==> src/rtl/gpio_register_pkg.sv <==
// rtl/gpio_register_pkg.sv - GPIO register file constants and byte-merge helper
package gpio_register_pkg;

    localparam int          GPIO_W_DEFAULT  = 16;
    localparam logic [15:0] TRI_RST_DEFAULT = 16'hFFFF;

    localparam logic [2:0] ADDR_TRISTATE   = 3'd0;
    localparam logic [2:0] ADDR_DATAREG    = 3'd1;
    localparam logic [2:0] ADDR_INT_MASK   = 3'd2;
    localparam logic [2:0] ADDR_PINSTATE   = 3'd3;
    localparam logic [2:0] ADDR_INT_STATUS = 3'd4;

    // Replace the bytes of cur selected by be with the matching bytes of wd.
    function automatic logic [15:0] byte_merge(input logic [15:0] cur,
                                               input logic [15:0] wd,
                                               input logic [1:0]  be);
        logic [15:0] merged;
        merged = cur;
        if (be[0]) merged[7:0]  = wd[7:0];
        if (be[1]) merged[15:8] = wd[15:8];
        return merged;
    endfunction

endpackage

==> src/rtl/gpio_pin_sampler.sv <==
// rtl/gpio_pin_sampler.sv - pin sampling and change detect; GPIO_REGISTER_SYNC_EN adds a 2-flop synchronizer
module gpio_pin_sampler #(
    parameter int GPIO_W = 16
) (
    input  logic              clock,
    input  logic              reset,
    input  logic [GPIO_W-1:0] pins,
    output logic [GPIO_W-1:0] pin_q,
    output logic [GPIO_W-1:0] change
);

    logic [GPIO_W-1:0] pin_prev;
    logic [GPIO_W-1:0] pin_src;

`ifdef GPIO_REGISTER_SYNC_EN
    logic [GPIO_W-1:0] sync1;
    logic [GPIO_W-1:0] sync2;

    always_ff @(posedge clock or negedge reset) begin
        if (!reset) begin
            sync1 <= '0;
            sync2 <= '0;
        end else begin
            sync1 <= pins;
            sync2 <= sync1;
        end
    end

    assign pin_src = sync2;
`else
    assign pin_src = pins;
`endif

    always_ff @(posedge clock or negedge reset) begin
        if (!reset) begin
            pin_q    <= '0;
            pin_prev <= '0;
        end else begin
            pin_q    <= pin_src;
            pin_prev <= pin_q;
        end
    end

    assign change = pin_q ^ pin_prev;

endmodule

==> src/rtl/gpio_register.sv <==
// rtl/gpio_register.sv - GPIO control/status register file (optional GPIO_REGISTER_SYNC_EN pin synchronizer)
module gpio_register
    import gpio_register_pkg::*;
#(
    parameter int          GPIO_W  = GPIO_W_DEFAULT,
    parameter logic [15:0] TRI_RST = TRI_RST_DEFAULT
) (
    input  logic              clock,
    input  logic              reset,
    input  logic [2:0]        addr,
    input  logic [3:0]        wben,
    input  logic              r_wn,
    input  logic [31:0]       wdata,
    input  logic [GPIO_W-1:0] ro_gpio_pinstate,
    output logic [31:0]       rdata,
    output logic [GPIO_W-1:0] rf_gpio_tristate,
    output logic [GPIO_W-1:0] rf_gpio_datareg,
    output logic [GPIO_W-1:0] rf_gpio_interrupt_mask,
    output logic              irq
);

    logic [GPIO_W-1:0] int_status;
    logic [GPIO_W-1:0] pin_q;
    logic [GPIO_W-1:0] change;
    logic [GPIO_W-1:0] w1c_clr;
    logic [GPIO_W-1:0] rd_sel;
    logic              wr_en;
    logic              unused_bits;

    assign unused_bits = ^{wdata[31:16], wben[3:2]};

    gpio_pin_sampler #(.GPIO_W(GPIO_W)) u_sampler (
        .clock  (clock),
        .reset  (reset),
        .pins   (ro_gpio_pinstate),
        .pin_q  (pin_q),
        .change (change)
    );

    assign wr_en = !r_wn;

    // Only enabled bytes of wdata can clear status bits.
    assign w1c_clr = (wr_en && addr == ADDR_INT_STATUS)
                   ? byte_merge(16'h0000, wdata[15:0], wben[1:0]) : '0;

    always_ff @(posedge clock or negedge reset) begin
        if (!reset) begin
            rf_gpio_tristate       <= TRI_RST;
            rf_gpio_datareg        <= '0;
            rf_gpio_interrupt_mask <= '0;
        end else if (wr_en) begin
            case (addr)
                ADDR_TRISTATE: rf_gpio_tristate <=
                    byte_merge(rf_gpio_tristate, wdata[15:0], wben[1:0]);
                ADDR_DATAREG: rf_gpio_datareg <=
                    byte_merge(rf_gpio_datareg, wdata[15:0], wben[1:0]);
                ADDR_INT_MASK: rf_gpio_interrupt_mask <=
                    byte_merge(rf_gpio_interrupt_mask, wdata[15:0], wben[1:0]);
                default: ;
            endcase
        end
    end

    // OR-ing the new events after the clear makes a same-edge set win.
    always_ff @(posedge clock or negedge reset) begin
        if (!reset) begin
            int_status <= '0;
        end else begin
            int_status <= (int_status & ~w1c_clr) | (change & rf_gpio_interrupt_mask);
        end
    end

    always_comb begin
        rd_sel = '0;
        case (addr)
            ADDR_TRISTATE:   rd_sel = rf_gpio_tristate;
            ADDR_DATAREG:    rd_sel = rf_gpio_datareg;
            ADDR_INT_MASK:   rd_sel = rf_gpio_interrupt_mask;
            ADDR_PINSTATE:   rd_sel = pin_q;
            ADDR_INT_STATUS: rd_sel = int_status;
            default:         rd_sel = '0;
        endcase
    end

    always_ff @(posedge clock or negedge reset) begin
        if (!reset) begin
            rdata <= '0;
        end else if (r_wn) begin
            rdata <= {{(32-GPIO_W){1'b0}}, rd_sel};
        end
    end

    assign irq = |int_status;

endmodule

==> config.mk <==
export PLATFORM = sky130hd
export DESIGN_NAME = gpio_register
export DESIGN_NICKNAME = d
export VERILOG_FILES = /design/src/rtl/gpio_register_pkg.sv /design/src/rtl/gpio_pin_sampler.sv /design/src/rtl/gpio_register.sv
export SDC_FILE = /design/constraint.sdc
export NUM_CORES = 1
export LEC_CHECK = 0
export CORE_ASPECT_RATIO = 0.6
export CORE_UTILIZATION = 45
export DETAILED_ROUTE_END_ITERATION = 12
export PLACE_DENSITY = 0.84
export SETUP_SLACK_MARGIN = 0.05
export SYNTH_ARGS = -nofsm -noshare
export SYNTH_HDL_FRONTEND = slang
export SYNTH_HIERARCHICAL = 1
export SYNTH_SLANG_ARGS = --single-unit
==> constraint.sdc <==
create_clock -name clock -period 1.2 [get_ports clock]
set_input_delay 0.3 -clock clock [delete_from_list [all_inputs] [get_ports clock]]
set_output_delay 0.3 -clock clock [all_outputs]
set_load 0.005 [all_outputs]
==> results.ini <==
[setup_path]
classification_of_the_worst_setup_path=reg -> out
worst_ep_required_time_ns=0.90
worst_setup_path_end_kind=primary output
slowest_stage=sky130_fd_sc_hd__dfrtp_1
cpPeakStageDelay_ns=0.43
r2r_cells=6
regToRegSetupSlack_ns=-0.15
critical_path.reg2reg.startpoint=int_status[3]$_DFF_PN0_
crit_arrival_ns=1.60
worstReg2RegEnd=rdata[3]$_DFFE_PN0P_
worstSetupStartpointType=register
top_delay_family_on_crit_path=simple AND/OR/NAND/NOR gates
critPathMaxFanout=2
cp_num_buf_inv=2
worstPathCellList=nor4_4, buf_4, nand4_1, buf_2

[die]
i_o_pins=139
core_area_sq_mm=0.0106
die_w_microns=137
vertical_extent_of_the_die_microns=83.0
initial_utilization_pct=46.5
dieArea_sq_mm=0.0114
core.rowCount=29

[synthesis]
yosys.area.top_type=sky130_fd_sc_hd__dfrtp_1
yosys.area.top_type_share_pct=48.8
ys_async_rst_share_pct=100
synth_area_per_cell_sq_um=12.5
synth_edf_count=0
netlist_area_sq_mm=0.00492
dominant_register_cell_in_the_synthesized_netlist=sky130_fd_sc_hd__dfrtp_1
synth-seq-area-share_pct=57.3
synth.top_cells.by_area=sky130_fd_sc_hd__dfrtp_1, sky130_fd_sc_hd__mux2_2, sky130_fd_sc_hd__dfstp_2
synth-seq-cells=112
yosysWarningCount=6
yosysUniqueCellTypes=33
netlist_instances=394

[clock_tree]
clock_sinks=112
tritoncts.num_buffers=9
cts_tree=built
cts_root_buf=sky130_fd_sc_hd__clkbuf_16
worstSkewPairLatency_ns=0.35
clock_pin_slew_on_the_worst_setup_and_hold_paths_ns=0.07
cts_max_path_buffers=2
ctsHtreeMaxLevel=3

[route]
vias_per_cell=5.45
drt-pass1-iter-count=4
postRouteAntennaNets=0
post_drt_wl_per_cell_microns=19.6
drt_first_iter_violations=321
drt_wl_total_microns=14700
num_vias=4084
drc_violation_count_after_routing=0

[place]
place_hpwl_microns=9410
gp_congestion=0.852
io_buffers=104

[sta]
finalSetupTns_ns=-2.54
holdWs_ns=0.362
timing.clock.skew_ns=0.00257
timing_hold_violations_final=0
report.final.setup_viol=26
finalWorstPathRequiredPeriod_ns=1.90
max_clock_freq_ghz=0.527
setup_repair_after_global_routing_missed_its_margin=yes
finalWorstSetupSlack_ns=-0.699
final-max-slew-violation-count=0
layout_worst_path_cycle_share_pct=158

[layout]
final_common_cell=sky130_fd_sc_hd__dfrtp_1
final_nets=663
syn2layout_area_growth_pct=47.5
antenna_diode_instance_count=0
post_route_cells_drive_above_1_share_pct=51.1
fillerInstances=694
final_cell_mix=sky130_fd_sc_hd__dfrtp_1, sky130_fd_sc_hd__buf_4, sky130_fd_sc_hd__buf_2, sky130_fd_sc_hd__mux2_2, sky130_fd_sc_hd__clkdlybuf4s50_1

[flow_run]
drv.max_cap_violation_count=0

[global_route]
maximum_number_of_pins_on_one_net_before_global_route_repair=43
grt_pass1_wl_microns=22200
grt_pass1_vias=4153
antenna_found_initial=0
overflow=0
globalRouteTotalUtil_pct=26.2

[pwr]
power_leakage_uw=0.00333
power-per-cell-area_mw_per_mm2=1490
irDropWorstVdd_mv=0.795

[outcome]
violations=setup timing
run_status=complete, but fails checks

[hold_path]
class_of_the_most_critical_hold_timing_path=in -> async

where the power goes:
part | internal [uW] | switching, uW | total [uW]
Combinational | 1820 | 1250 | 3060
Clock | 1580 | 1320 | 2900
Sequential | 4430 | 413 | 4840
Total | 7830 | 2980 | 10800
routing by layer:
metal  GRT usage [%]  routed length (microns)  up-vias
li1                -                        -     1783
met1            35.2                     6260     2025
met2            40.9                     6860      235
met3            6.84                     1160       41
met4            9.69                      382        0
met5               0                        0        -
worst max path at each step:
stage	startpoint	end	slack [ns]	depth (start not counted)
6_report	int_status[3]$_DFF_PN0_	irq	-0.70	4
5_1_grt	int_status[3]$_DFF_PN0_	irq	-0.78	4
4_1_cts	int_status[3]$_DFF_PN0_	irq	-0.68	4
3_5_place_dp	addr[1]	rdata[3]$_DFFE_PN0P_	-0.87	5
3_3_place_gp	addr[1]	rdata[14]$_DFFE_PN0P_	-0.76	5
2_1_floorplan	r_wn	rf_gpio_datareg[0]$_DFFE_PN0P_	-0.1	4
metrics by stage:
stage	worst slack [ns]	total power, uW	cells	area [sq um]	utilization [%]
detailed placement	-0.872	7760	696	6620	62.5
finish	-0.699	10800	749	7260	68.5
floorplan	-0.0958	5800	409	5070	-
CTS	-0.679	10600	746	7020	66.3
global route	-0.778	11300	749	7260	68.5
global placement	-0.756	7650	696	6620	62.5
layout make-up:
cell class,instances,area (sq um),area share (%)
clock buffer,14,274,3.77
sequential,112,2820,38.9
inverter,1,3.75,0.0517
tap,139,174,2.39
timing repair buffer,222,1790,24.6
clock inverter,2,12.5,0.172
multi-input combinational,259,2190,30.1
cell families (layout without fill, tap and decap cells):
| logic type | Yosys count | after routing | share of synthesized area [%] |
|---|---|---|---|
| simple gates | 98 | 98 | 11.8 |
| mux | 64 | 64 | 14.2 |
| xor+xnor | 16 | 16 | 2.85 |
| compound gates | 65 | 65 | 8.85 |
| flops | 112 | 112 | 57.3 |
| other cells | 1 | 16 | 0.0762 |
| buf+inv | 38 | 239 | 4.85 |
flip-flops by register name, indices dropped and copies added, names as in the netlist:
| register | count |
|---|---|
| rdata | 16 |
| rf_gpio_datareg | 16 |
| int_status | 16 |
| u_sampler/pin_q | 16 |
| rf_gpio_interrupt_mask | 16 |
| rf_gpio_tristate | 16 |
| u_sampler/pin_prev | 16 |
Yosys cell counts, types with 2 or more instances:
cell type	count
sky130_fd_sc_hd__a211oi_1	15
sky130_fd_sc_hd__buf_6	2
sky130_fd_sc_hd__and4b_1	2
sky130_fd_sc_hd__nor3b_4	2
sky130_fd_sc_hd__o21a_1	2
sky130_fd_sc_hd__nand2_2	4
sky130_fd_sc_hd__dfstp_2	16
sky130_fd_sc_hd__a22o_1	16
sky130_fd_sc_hd__clkbuf_1	6
sky130_fd_sc_hd__xor2_1	16
sky130_fd_sc_hd__mux2_1	4
sky130_fd_sc_hd__mux2i_1	16
sky130_fd_sc_hd__buf_4	18
sky130_fd_sc_hd__nor4_1	4
sky130_fd_sc_hd__nand3b_1	30
sky130_fd_sc_hd__buf_2	11
sky130_fd_sc_hd__nand2_4	2
sky130_fd_sc_hd__nor2_1	30
sky130_fd_sc_hd__dfrtp_1	96
sky130_fd_sc_hd__a21oi_1	30
sky130_fd_sc_hd__nand2_1	17
sky130_fd_sc_hd__mux2_2	44
what timing repair did:
action                                  in CTS  in global routing
resized for setup                          315                 53
pin swaps                                   19                 30
endpoints found under the setup margin     145                131
setup buffers                               34                  9
hold endpoints to repair                    13                  0
hold buffers                                 1                  0
Note: power is estimated with default switching activity, not from simulation.
